===== src/rtl/tlb_op_ctrl.sv =====
`default_nettype none
// ============================================================================
// Module  : tlb_op_ctrl
// Brief   : One-op-at-a-time sequencer for TLBR/TLBWI/TLBWR/TLBP on the MMU
//           maintenance port; owns the CP0 Random register.
//           Optional macro CPU_TLB_RANDOM_ON_RETIRE_EN: Random steps only on
//           retire pulses instead of every clock.
// Revision: 1.0 - initial release
// ============================================================================
module tlb_op_ctrl #(
  parameter int TLB_ENTRIES = 16,
  parameter int INDEX_W     = $clog2(TLB_ENTRIES),
  parameter int ENTRY_W     = 64   // width of one packed TLB entry
) (
  input  logic               clk,
  input  logic               rst,
  input  logic               op_valid,
  input  logic [1:0]         op_type,
  output logic               op_ready,
  input  logic [INDEX_W-1:0] cp0_index,
  input  logic [INDEX_W-1:0] cp0_wired,
  input  logic               cp0_wired_we,
  input  logic [31:0]        cp0_entry_hi,
  input  logic [ENTRY_W-1:0] op_wdata,
  input  logic               retire,
  output logic [INDEX_W-1:0] cp0_random,
  output logic               done,
  output logic [1:0]         done_type,
  output logic [ENTRY_W-1:0] rd_entry,
  output logic [31:0]        probe_result,
  output logic [INDEX_W-1:0] tlbrw_index,
  output logic               tlbrw_we,
  output logic [ENTRY_W-1:0] tlbrw_wdata,
  input  logic [ENTRY_W-1:0] tlbrw_rdata,
  output logic [31:0]        tlbp_entry_hi,
  input  logic [31:0]        tlbp_index
);

  localparam logic [1:0] c_op_tlbr  = 2'b00;
  localparam logic [1:0] c_op_tlbwi = 2'b01;
  localparam logic [1:0] c_op_tlbwr = 2'b10;
  localparam logic [1:0] c_op_tlbp  = 2'b11;

  localparam logic [INDEX_W-1:0] c_random_max = INDEX_W'(TLB_ENTRIES - 1);

  typedef enum logic [1:0] {
    S_IDLE  = 2'd0,
    S_ISSUE = 2'd1,
    S_RESP  = 2'd2
  } state_t;

  state_t             r_state;
  logic               r_op_ready;
  logic [1:0]         r_type;
  logic               r_done;
  logic [1:0]         r_done_type;
  logic [ENTRY_W-1:0] r_rd_entry;
  logic [31:0]        r_probe_result;
  logic [INDEX_W-1:0] r_tlbrw_index;
  logic               r_tlbrw_we;
  logic [ENTRY_W-1:0] r_tlbrw_wdata;
  logic [31:0]        r_tlbp_entry_hi;
  logic [INDEX_W-1:0] r_random;
  logic               w_step;

`ifdef CPU_TLB_RANDOM_ON_RETIRE_EN
  assign w_step = retire;
`else
  logic w_unused_retire;
  assign w_unused_retire = retire;
  assign w_step          = 1'b1;
`endif

  // Compare-first: a value at or below Wired wraps to the top, so the
  // decrement never underflows and Wired >= max pins Random at max.
  always_ff @(posedge clk) begin
    if (rst || cp0_wired_we) begin
      r_random <= c_random_max;
    end else if (w_step) begin
      if (r_random <= cp0_wired) begin
        r_random <= c_random_max;
      end else begin
        r_random <= r_random - 1'b1;
      end
    end
  end

  always_ff @(posedge clk) begin
    if (rst) begin
      r_state         <= S_IDLE;
      r_op_ready      <= 1'b1;
      r_type          <= c_op_tlbr;
      r_done          <= 1'b0;
      r_done_type     <= 2'b00;
      r_rd_entry      <= '0;
      r_probe_result  <= '0;
      r_tlbrw_index   <= '0;
      r_tlbrw_we      <= 1'b0;
      r_tlbrw_wdata   <= '0;
      r_tlbp_entry_hi <= '0;
    end else begin
      r_done     <= 1'b0;
      r_tlbrw_we <= 1'b0;
      case (r_state)
        S_IDLE: begin
          if (op_valid) begin
            r_state       <= S_ISSUE;
            r_op_ready    <= 1'b0;
            r_type        <= op_type;
            r_tlbrw_wdata <= op_wdata;
            r_tlbrw_we    <= (op_type == c_op_tlbwi) || (op_type == c_op_tlbwr);
            case (op_type)
              c_op_tlbr, c_op_tlbwi: r_tlbrw_index   <= cp0_index;
              c_op_tlbwr:            r_tlbrw_index   <= r_random;
              default:               r_tlbp_entry_hi <= cp0_entry_hi;
            endcase
          end
        end
        S_ISSUE: begin
          if (r_type == c_op_tlbr) begin
            r_rd_entry <= tlbrw_rdata;
          end
          if (r_type == c_op_tlbp) begin
            r_probe_result <= tlbp_index;
          end
          r_done      <= 1'b1;
          r_done_type <= r_type;
          r_state     <= S_RESP;
        end
        S_RESP: begin
          r_state    <= S_IDLE;
          r_op_ready <= 1'b1;
        end
        default: begin
          r_state    <= S_IDLE;
          r_op_ready <= 1'b1;
        end
      endcase
    end
  end

  assign op_ready      = r_op_ready;
  assign cp0_random    = r_random;
  assign done          = r_done;
  assign done_type     = r_done_type;
  assign rd_entry      = r_rd_entry;
  assign probe_result  = r_probe_result;
  assign tlbrw_index   = r_tlbrw_index;
  assign tlbrw_we      = r_tlbrw_we;
  assign tlbrw_wdata   = r_tlbrw_wdata;
  assign tlbp_entry_hi = r_tlbp_entry_hi;

endmodule
`default_nettype wire


===== config.mk =====
export PLATFORM = sky130hd
export DESIGN_NAME = tlb_op_ctrl
export DESIGN_NICKNAME = d
export VERILOG_FILES = /design/src/rtl/tlb_op_ctrl.sv
export SDC_FILE = /design/constraint.sdc
export NUM_CORES = 1
export LEC_CHECK = 0
export CAP_MARGIN = 5
export CORE_AREA = 2 2 161 163
export DETAILED_ROUTE_END_ITERATION = 8
export DIE_AREA = 0 0 163 165
export PLACE_DENSITY_LB_ADDON = 0.12
export RECOVER_POWER = 100
export SYNTH_ARGS = -nofsm -noshare
export SYNTH_HDL_FRONTEND = slang
export SYNTH_SLANG_ARGS = --single-unit

===== constraint.sdc =====
create_clock -name clk -period 1.6 [get_ports clk]
set_input_delay 0.24 -clock clk [delete_from_list [all_inputs] [get_ports clk]]
set_output_delay 0.24 -clock clk [all_outputs]
set_load 0.01 [all_outputs]

* Yosys cells after proc, flatten, opt, wreduce, memory -nomap -nowiden
Index checks and enable logic that the tools add are counted.
Storage, ports and cells: word-level logic and storage cells 45, output and inout port bits 205, input port bits 207, register bits 209
Operators by class: bitwise gates (word level) 4, $add $sub $neg 1, reductions and logical operators 16, order comparisons 1, multiplexer cells 6, eq/ne operators 5
Operator list (count):
- $pmux 4 s2 | 1
- $reduce_and 2->1 | 4
- $logic_not 2->1 | 3
- $reduce_and 3->1 | 2
- $reduce_or 3->1 | 2
- $eq 2x1->1 const B | 2
- $eq 2x2->1 const B | 2
- $le 4x4->1 | 1
- $not 1->1 | 4
- $pmux 2 s2 | 1
- $reduce_or 2->1 | 2
- $sub 4x1->4 const B | 1
- $logic_or 1x1->1 | 2
- $mux 1 | 2
- $mux 2 | 1
- $ne 2x2->1 const B | 1
- $pmux 1 s2 | 1
- $reduce_bool 2->1 | 1

* Logic depth before layout (Yosys ltp)
Gate-level depths: netlist of the first run.
depth after elaboration 4, gate-level depth with buffers 6, gate-level depth less buffers 5

* Worst setup path before layout of the first run
Ideal clock, no wire load.
path type register to register, from reg r_state[1], to reg r_rd_entry[25], in the netlist rd_entry[25], path buffers 3, data required time 1.468 ns, setup time 0.132 ns, cell stages (with the launch flop) 7, slack 0.150 ns, arrival time 1.318 ns, path through dfxtp_1 > buf_6 > or4b_1 > buf_6 > buf_6 > nand2_1 > a21oi_1
On the way: cells in the longest elaborated chain, start to end 2
RTL lines:
- from (decl) | RTL line 52 | state_t r_state;
- from (signal assigned) | RTL line 90 | r_state <= S_IDLE;
- from (signal assigned) | RTL line 107 | r_state <= S_ISSUE;
- from (signal assigned) | RTL line 128 | r_state <= S_RESP;
- $eq 2x1->1 | RTL line 104 | case (r_state)
- $reduce_and 2->1 (no source line)
- to (signal assigned) | RTL line 121 | r_rd_entry <= tlbrw_rdata;
- to (decl) | RTL line 57 | logic [ENTRY_W-1:0] r_rd_entry;
Every way passes these cells. A chain may end at the register's enable or synchronous reset.

* Final worst setup path of the first run
from reg r_type[1], to reg r_rd_entry[4], in the netlist rd_entry[4]
On the way: cells in the longest elaborated chain, start to end 2
RTL lines:
- from (decl) | RTL line 54 | logic [1:0] r_type;
- from (signal assigned) | RTL line 92 | r_type <= c_op_tlbr;
- from (signal assigned) | RTL line 109 | r_type <= op_type;
- $logic_not 2->1 | RTL line 120 | if (r_type == c_op_tlbr) begin
- $reduce_and 2->1 (no source line)
Every way passes these cells.

==> results of run 1 <==
==> per-layer routing <==
metal,share of wire [%],vias to the layer above,global-route usage (%)
li1,-,3772,-
met2,47,283,30.4
met1,40,3338,20.8
met3,11,38,7.46
met4,2.3,0,5.35
met5,0,-,0
==> logic make-up (layout without fill, tap and decap cells) <==
kind of cell	count (synthesis)	count (layout)	synth area share [%]
buffers and inverters	76	493	5.21
and+or+nand+nor	413	413	21.9
DFF	209	209	56.2
xor gates and xnor gates	2	2	0.235
AOI/OAI and AO/OA	205	205	14.2
adders and majority gates	8	8	1.35
muxes	6	6	0.807
==> cell usage after synthesis <==
master     instances  area, sq um
buf_1              1         3.75
nor4b_2            1         15.0
nand2b_1           1         6.26
o211a_1            1         10.0
nand2_1          388         1460
or3b_1             1         8.76
nor3b_2            1         12.5
nor2_1             7         26.3
nor3_1             3         15.0
xnor2_1            2         17.5
buf_6              8         90.1
nand4bb_1          1         11.3
nor4b_1            1         8.76
nor4bb_1           1         10.0
and4b_1            1         10.0
inv_1              6         22.5
and4_1             1         8.76
a211o_1            1         8.76
or4b_1             1         10.0
o211ai_1           4         30.0
a21o_1             1         7.51
clkbuf_1          39          146
nor2b_1            4         25.0
buf_2             16         80.1
mux2i_1            6         60.1
ha_1               8          100
a21oi_1          194          971
a211oi_1           4         30.0
buf_4              6         45.0
dfxtp_1          209         4180
nand4b_1           1         8.76
==> layout by cell type (no fill, tap or decap), types with 2 or more instances in the layout <==
| cell | instances |
|---|---|
| nand2_1 | 387 |
| mux2i_1 | 6 |
| inv_1 | 6 |
| clkbuf_2 | 3 |
| clkdlybuf4s50_1 | 204 |
| buf_12 | 12 |
| clkbuf_16 | 25 |
| o211ai_1 | 4 |
| dfxtp_1 | 208 |
| xnor2_1 | 2 |
| clkbuf_8 | 6 |
| ha_1 | 8 |
| a211oi_1 | 4 |
| nor3_1 | 3 |
| buf_6 | 2 |
| nor2_1 | 7 |
| bufbuf_16 | 2 |
| dlygate4sd2_1 | 205 |
| clkbuf_1 | 8 |
| nor2b_1 | 4 |
| a21oi_1 | 194 |
| buf_4 | 16 |
==> worst max-delay path by stage <==
stage,slack (ns),cells after the start,from,endpoint
finish,0.08,4,r_type[1],rd_entry[4]
global route,0.002,5,r_state[1],tlbrw_wdata[21]
CTS,0.05,4,r_state[0],rd_entry[40]
detailed placement,-0.17,5,op_valid,tlbrw_wdata[18]
global placement,-0.14,5,op_valid,tlbrw_wdata[34]
floorplan,0.15,6,r_state[1],rd_entry[25]
==> timing repair <==
item | in CTS | in global routing
setup buffers | 0 | 1
endpoints found under the setup margin | 222 | 49
pin swaps | 0 | 1
gates resized for setup | 208 | 4
gates cloned | 1 | 1
==> stage by stage <==
| stage | hold WS [ns] | power, mW | setup TNS (ns) | instance area (sq um) | util [%] |
|---|---|---|---|---|---|
| floorplan | 0.376 | 6.29 | 0 | 7440 | - |
| global placement | 0.440 | 7.46 | -12.93 | 12000 | 48.1 |
| detailed placement | 0.446 | 7.48 | -14.78 | 12000 | 48.1 |
| CTS | 0.0185 | 12.7 | 0 | 12600 | 50.2 |
| global route | 0.0205 | 13.1 | 0 | 12600 | 50.3 |
| finish | 0.0391 | 12.5 | 0 | 12600 | 50.3 |
==> registers in the layout, indices dropped and copies added, names as in the netlist <==
signal         count
rd_entry          64
cp0_random         4
tlbrw_index        4
probe_result      32
op_ready           1
r_type             2
done               1
tlbrw_wdata       64
r_state            2
tlbp_entry_hi     32
done_type          2
tlbrw_we           1
==> layout make-up <==
cell class / instances / area, sq um
repair buffers: 446 / 4310
fillers: 2497 / 12400
well taps: 330 / 413
flip-flops and latches: 209 / 4190
inverters: 6 / 22.5
multi-input cells: 634 / 2910
clock inverters: 3 / 21.3
clock buffers: 38 / 734
==> power by group through the flow <==
stage                     Combinational, mW  Sequential [mW]  Clock, mW
after floorplan                       0.535             5.75          0
after global placement                 1.82             5.64          0
after detailed placement               1.83             5.65          0
after CTS                              1.71             5.53       5.43
after global routing                   1.85             5.55       5.65
final                                  1.70             5.53       5.25
==> results.md, run 1 <==
- The power density normalized to cell area is 990 nW/um^2.
- The count of distinct cell types in the synthesized netlist is 31.
- The switching part of the total is 24.0%.
- The width of the die is 163 um.
- The final count of negative-setup-slack endpoints is 0.
- The total via count after detailed routing is 7431.
- The share of the cycle needed by the critical path after routing is 94.7%.
- After detailed routing, the number of remaining DRC violations is 0.
- The startpoint of the lowest-slack register-to-register path is r_type[1].
- TritonCTS built the clock tree.
- At the placement stage, the worst setup path has a slack of -0.168 ns.
- Counting every sink on the clock net gives 209.
- The largest individual stage delay along the critical path comes from the cell or4b_4.
- CTS built an H-tree with a depth of 1.
- Counting every net in the synthesized netlist gives 1134.
- The internal power is 9.49 mW.
- The startpoint-to-endpoint class of the critical path is reg2reg.
- For hold timing, the worst endpoint is rd_entry[29].
- The share of post-route cells with drive strength above 1 is 5.84%.
- The launch instance of the worst min-delay path is rst.
- After detailed routing, the average wire length per cell comes to 15.7 um.
- The leakage power figure is 5.52 nW.
- The initial antenna violation count was 0.
- Using the TritonRoute via totals, the vias-per-cell ratio works out to 4.46.
- Entering global routing, the biggest net connects 81 pins.
- CTS placed an instance of clkbuf_16 at the clock tree root.
- The peak ir drop on the vdd network is 0.655 mV.
- During I/O placement, the number of pins put on the boundary was 412.
- In this run, flip-flops and latches consume 44.3% of the power.
- The via count of the first global-routing pass is 6867.
- The number of pins exceeding their max-slew limit in the final report is 0.
- The routed wire length is 26100 um.
- In the post-route analysis, the smallest setup slack over all paths is 0.0844 ns.
- The number of buffers and inverters on the critical path is 1.
- The setup check on the worst reg-to-reg path leaves a slack of 0.08 ns.
- The total number of nets in the final design is 1536.
- The later pin in the worst-skew pair is clocked with a latency of 0.51 ns.
- Buffers inserted during clock tree synthesis total 24.
- The global-route wire length before repair is 38100 um.
- In this run the standard cell core region covers 25000 sq um.
- The floorplan has 58 rows.
- The critical path data required time is 1.98 ns.
- Setup repair after global routing left no endpoint under its margin.
- The synthesized design contains 209 register bits.
- The y dimension of the die is 165 um.
- The startpoint kind of the worst setup timing path is a register.
- Grouping stages by cell kind, the critical path spends the most delay in simple AND/OR/NAND/NOR gates.
- Walking the worst path, the cells encountered are or4b_4 > bufbuf_16 > nand2_1 > a21oi_1.
- For this configuration, the core starts out at a cell density of 29.7%.
- Measured against its own limit, the worst slew margin works out to 73.2%.
- The placed instance count is 1622.
- The warning count from the yosys run is 0.
- The min-delay analysis places its worst path in the category in2reg.
- The endpoint of the lowest-slack register-to-register path is rd_entry[4].
- The longest clock path from root to sink contains 3 buffers.
- The number of antenna diodes in the final layout is 0.
- Counting instances, the worst hold path has a depth of 2.
- On the worst path, the slowest cell contributes a delay of 0.59 ns.
- A synthesized cell averages 8.10 sq um.
- Summed over all nets, the half-perimeter wirelength after detailed placement is 17800 um.
- The share of synthesized area occupied by flip-flops and latches is 56.2%.
- For the pin with the worst max-slew slack, the measured transition is 0.403 ns.
- The number of cells on the worst reg-to-reg path is 4.
- Clock-pin slew was measured on the worst setup and hold paths at 0.06 ns.
- The overall global routing resource usage is 18.0%.
- The detail route stage leaves a number of antenna-violating nets equal to 0.
- The power dissipated by switching net loads is 2.99 mW.
- The residual overflow from global routing is 0.
- The die covers 26900 sq um.
- The cell count after synthesis is 919.
- Hold repair after CTS inserted 0 buffers.
- The capturing element type of the critical path is a register.
- The portion of total power attributed to combinational logic is 13.6%.
- The number of standard cells in the layout, taps in and fillers out is 1666.
- The fraction of power consumed by the clock network is 42.1%.
- The post-synthesis to final-layout area growth is 69.3%.
- The number of violations reported at the end of detailed-routing iteration 0 is 403.
- In this run the worst path has a maximum fanout of 32.
- The tool flagged a number of max-cap violations equal to 0.
- The final estimated routing congestion in global placement is 0.752.
- The number of buffers inserted by port buffering is 410.
- Across the routed clock network, the largest skew measured is 0.00758 ns.
- The total count of hold-check failures in the final report is 0.
- The run finished with clean final reports.
- The count of TritonRoute iterations in the first routing pass is 4.
- The area of the mapped netlist is 7440 sq um.
- The maximum clock frequency is 660 MHz.
- The critical path arrival is 1.90 ns.
- For the finished layout, the period the worst path requires is 1.52 ns.
(Power assumes the default switching activity.)
==> run 2: changes to the inputs <==
Clock period 1.6 ns to 1.75 ns, I/O delays scaled along.
==> results.md, run 2 (synthesized netlist as in run 1, its figures left out) <==
- The worst hold path begins at rst.
- The total I/O pin count came to 412 (unchanged).
- The width of the die is 163 um (unchanged).
- The startpoint of the lowest-slack register-to-register path is r_state[1].
- Setup repair after global routing left no endpoint under its margin.
- The clock insertion delay at the later pin of the skew report is 0.51 ns (about the same).
- The core footprint is 25000 sq um (unchanged).
- The area of all placed cells without fillers is 12800 sq um (+1.3%).
- The final estimated routing congestion in global placement is 0.768 (+2.1%).
- The leakage power figure is 4.62 nW (-16%).
- Walking the worst path, the cells encountered are clkdlybuf4s50_1.
- For this design, the slowest cell found on the critical path is clkdlybuf4s50_1.
- The overall power after layout is 11.9 mW (-4.9%).
- The number of max-capacitance violations reported is 0 (unchanged).
- The total via count after detailed routing came to 7414 (-0.23%).
- The number of buffers inserted by port buffering was 410 (unchanged).
- The clock net sink count was 209 (unchanged).
- The flow ran to the end, and the final reports show no timing, DRC or antenna violations.
- The total DRC errors in the routed layout is 0 (unchanged).
- The slew at the pin closest to its max-slew limit was 0.513 ns (+0.110 ns).
- The global routing met2 resource utilization was 29.4% (-0.94 points).
- The routed wire length was 25600 um (-2.0%).
- The end point of the worst hold path is tlbp_entry_hi[2].
- The critical path data required time was 1.49 ns (-0.49 ns).
- The die area came to 26900 sq um (unchanged).
- Leaving out fill and tap cells, the most frequent cell in the layout is clkdlybuf4s50_1.
- The met1 layer usage reported by global route came to 20.1% (-0.66 points).
- The worst min-delay path class is in2reg.
- The cell count of the worst hold path is 2 (unchanged).
- The global-route wire length before repair is 37100 um (-2.7%).
- The flop-to-flop setup slack is 0.11 ns (+0.03 ns).
- In this design, the largest share of critical-path delay is due to buffers and inverters.
- The register share of total power is 42.7% (-1.6 points).
- TritonCTS built the clock tree.
- The internal power came to 9.11 mW (-3.9%).
- The maximum clock frequency is 592 MHz.
- The portion of total power attributed to combinational logic is 13.7% (about the same).
- The total number of nets in the final design was 1532 (-0.26%).
- The detailed placement HPWL is 17800 um (-0.29%).
- The startpoint kind of the worst setup timing path is a register.
- The via count of the first global-routing pass is 6734 (-1.9%).
- The TritonCTS buffer count is 25 (+4.2%).
- The cell row count is 58 (unchanged).
- The overall global routing resource usage was 17.4% (-0.54 points).
- The number of pins exceeding their max-slew limit in the final report came to 0 (unchanged).
- The number of cells on the worst reg-to-reg path is 4 (unchanged).
- The clock root buffer master is clkbuf_16.
- The fraction of power consumed by the clock network is 43.6% (+1.5 points).
- The maximum level of the CTS H-tree was 1 (unchanged).
- The clock transition at the registers of the reported paths came to 0.06 ns (about the same).
- The initial antenna violation count was 0 (unchanged).
- The largest net degree at the start of global routing is 69 (-15%).
- The count of antenna-violating nets left after detailed routing is 0 (unchanged).
- The critical path arrival is 1.43 ns (-0.47 ns).
- The switching part of the total is 23.2% (-0.80 points).
- The total count of hold-check failures in the final report is 0 (unchanged).
- The y dimension of the die is 165 um (unchanged).
- The global routing's busiest layer is met2.
- The power density normalized to cell area is 929 nW/um^2 (-6.2%).
- The effective utilization at floorplan is 29.7% (unchanged).
- The number of violations reported at the end of detailed-routing iteration 0 is 414 (+2.7%).
- The tightest slew margin relative to the limit came to 65.8% (-7.4 points).
- The met3 track demand over resource in global routing is 7.36% (-0.10 points).
- The average routed wire per standard cell is 15.4 um (-2.0%).
- The final count of negative-setup-slack endpoints is 0 (unchanged).
- The share of post-route cells with drive strength above 1 is 5.55% (-0.29 points).
- The average vias per placed instance is 4.45 (-0.17%).
- The critical path's largest stage delay is 0.54 ns (-0.05 ns).
- The peak ir drop on the vdd network is 0.601 mV (-8.3%).
- The power dissipated by switching net loads is 2.75 mW (-8.1%).
- The share of the cycle needed by the critical path after routing is 96.5%.
- The clock skew is 0.0132 ns (+0.00558 ns).
- The buffer levels on the longest clock path was 3 (unchanged).
- The shortest clock period the worst path allows after layout is 1.69 ns.
- The residual overflow from global routing is 0 (unchanged).
- The total placed instance area is 12000 sq um (-0.29%).
- The count of TritonRoute iterations in the first routing pass is 6 (+2).
- In the layout the commonest cells are 394 x clkdlybuf4s50_1, 388 x nand2_1, 206 x dfxtp_1, 194 x a21oi_1, 25 x clkbuf_16.
- The maximum fanout encountered on the critical timing path is 5 (-84%).
- The critical path buffer and inverter count is 1 (unchanged).
- From synthesis to final layout, the design area changed by 71.6%.
- The endpoint of the lowest-slack register-to-register path is rd_entry[11].
- STA classifies the critical path endpoint as an output pin.
- The startpoint-to-endpoint class of the critical path is reg2out.
## run 2: cell types whose count changed in the layout (fill, tap and decap cells not counted), sizes merged
cell / before / now
buf: 30 / 25
bufbuf: 2 / 1
bufinv: 0 / 2
clkbuf: 43 / 51
clkdlybuf4s25: 0 / 1
clkdlybuf4s50: 204 / 394
clkinvlp: 1 / 2
diode: 0 / 1
dlygate4sd2: 205 / 6
dlygate4sd3: 0 / 1
## run 2: worst max path at each step
stage / depth (start not counted) / slack (ns) / endpoint / start
2_1_floorplan: 6 / 0.30 / rd_entry[25] / r_state[1]
5_1_grt: 5 / 0.002 / rd_entry[49] / r_state[1]
3_5_place_dp: 6 / -0.04 / tlbp_entry_hi[0] / op_type[0]
4_1_cts: 1 / 0.001 / cp0_random[2] / cp0_random[2]
3_3_place_gp: 5 / -0.02 / tlbrw_wdata[34] / op_valid
6_report: 1 / 0.06 / cp0_random[1] / cp0_random[1]
## run 2: area by class of cell
class,instances,area [sq um]
Fill cell,2416,12300
Timing Repair Buffer,441,4410
Sequential cell,209,4190
Multi-Input combinational cell,634,2900
Clock buffer,38,744
Tap cell,330,413
Clock inverter,6,85.1
Inverter,6,22.5
Antenna cell,1,2.50
## run 2: per-stage QoR
| step | hold WS, ns | std cells | worst slack, ns | util [%] | setup TNS, ns |
|---|---|---|---|---|---|
| final | 0.110 | 1665 | 0.0607 | 51.0 | 0 |
| after global routing | 0.118 | 1664 | 0.00232 | 51.0 | 0 |
| after CTS | 0.0850 | 1663 | 0.00110 | 51.3 | 0 |
| after detailed placement | 0.446 | 1619 | -0.0376 | 48.0 | -1.07 |
| after global placement | 0.440 | 1619 | -0.0154 | 48.0 | -0.431 |
| after floorplan | 0.398 | 919 | 0.300 | - | 0 |
## run 2: power by group through the flow
| stage | Combinational [mW] | Sequential, mW | Clock [mW] |
|---|---|---|---|
| 2_1_floorplan | 0.489 | 5.26 | 0 |
| 3_3_place_gp | 1.65 | 5.16 | 0 |
| 3_5_place_dp | 1.65 | 5.17 | 0 |
| 4_1_cts | 1.66 | 5.07 | 5.36 |
| 5_1_grt | 1.76 | 5.09 | 5.54 |
| 6_report | 1.62 | 5.06 | 5.18 |
## run 2: routing by layer
metal,part of all wire [%],vias up
met2,48,276
met1,39,3327
met5,0,-
met4,2.4,0
li1,-,3772
met3,11,39
## run 2: timing repair
action                                  4_1_cts  5_1_grt
hold buffers                                  0        0
resized for setup                             9       10
pin swaps                                     0        1
cloned                                        0        1
buffers inserted                              0        0
endpoints found under the setup margin        9        9
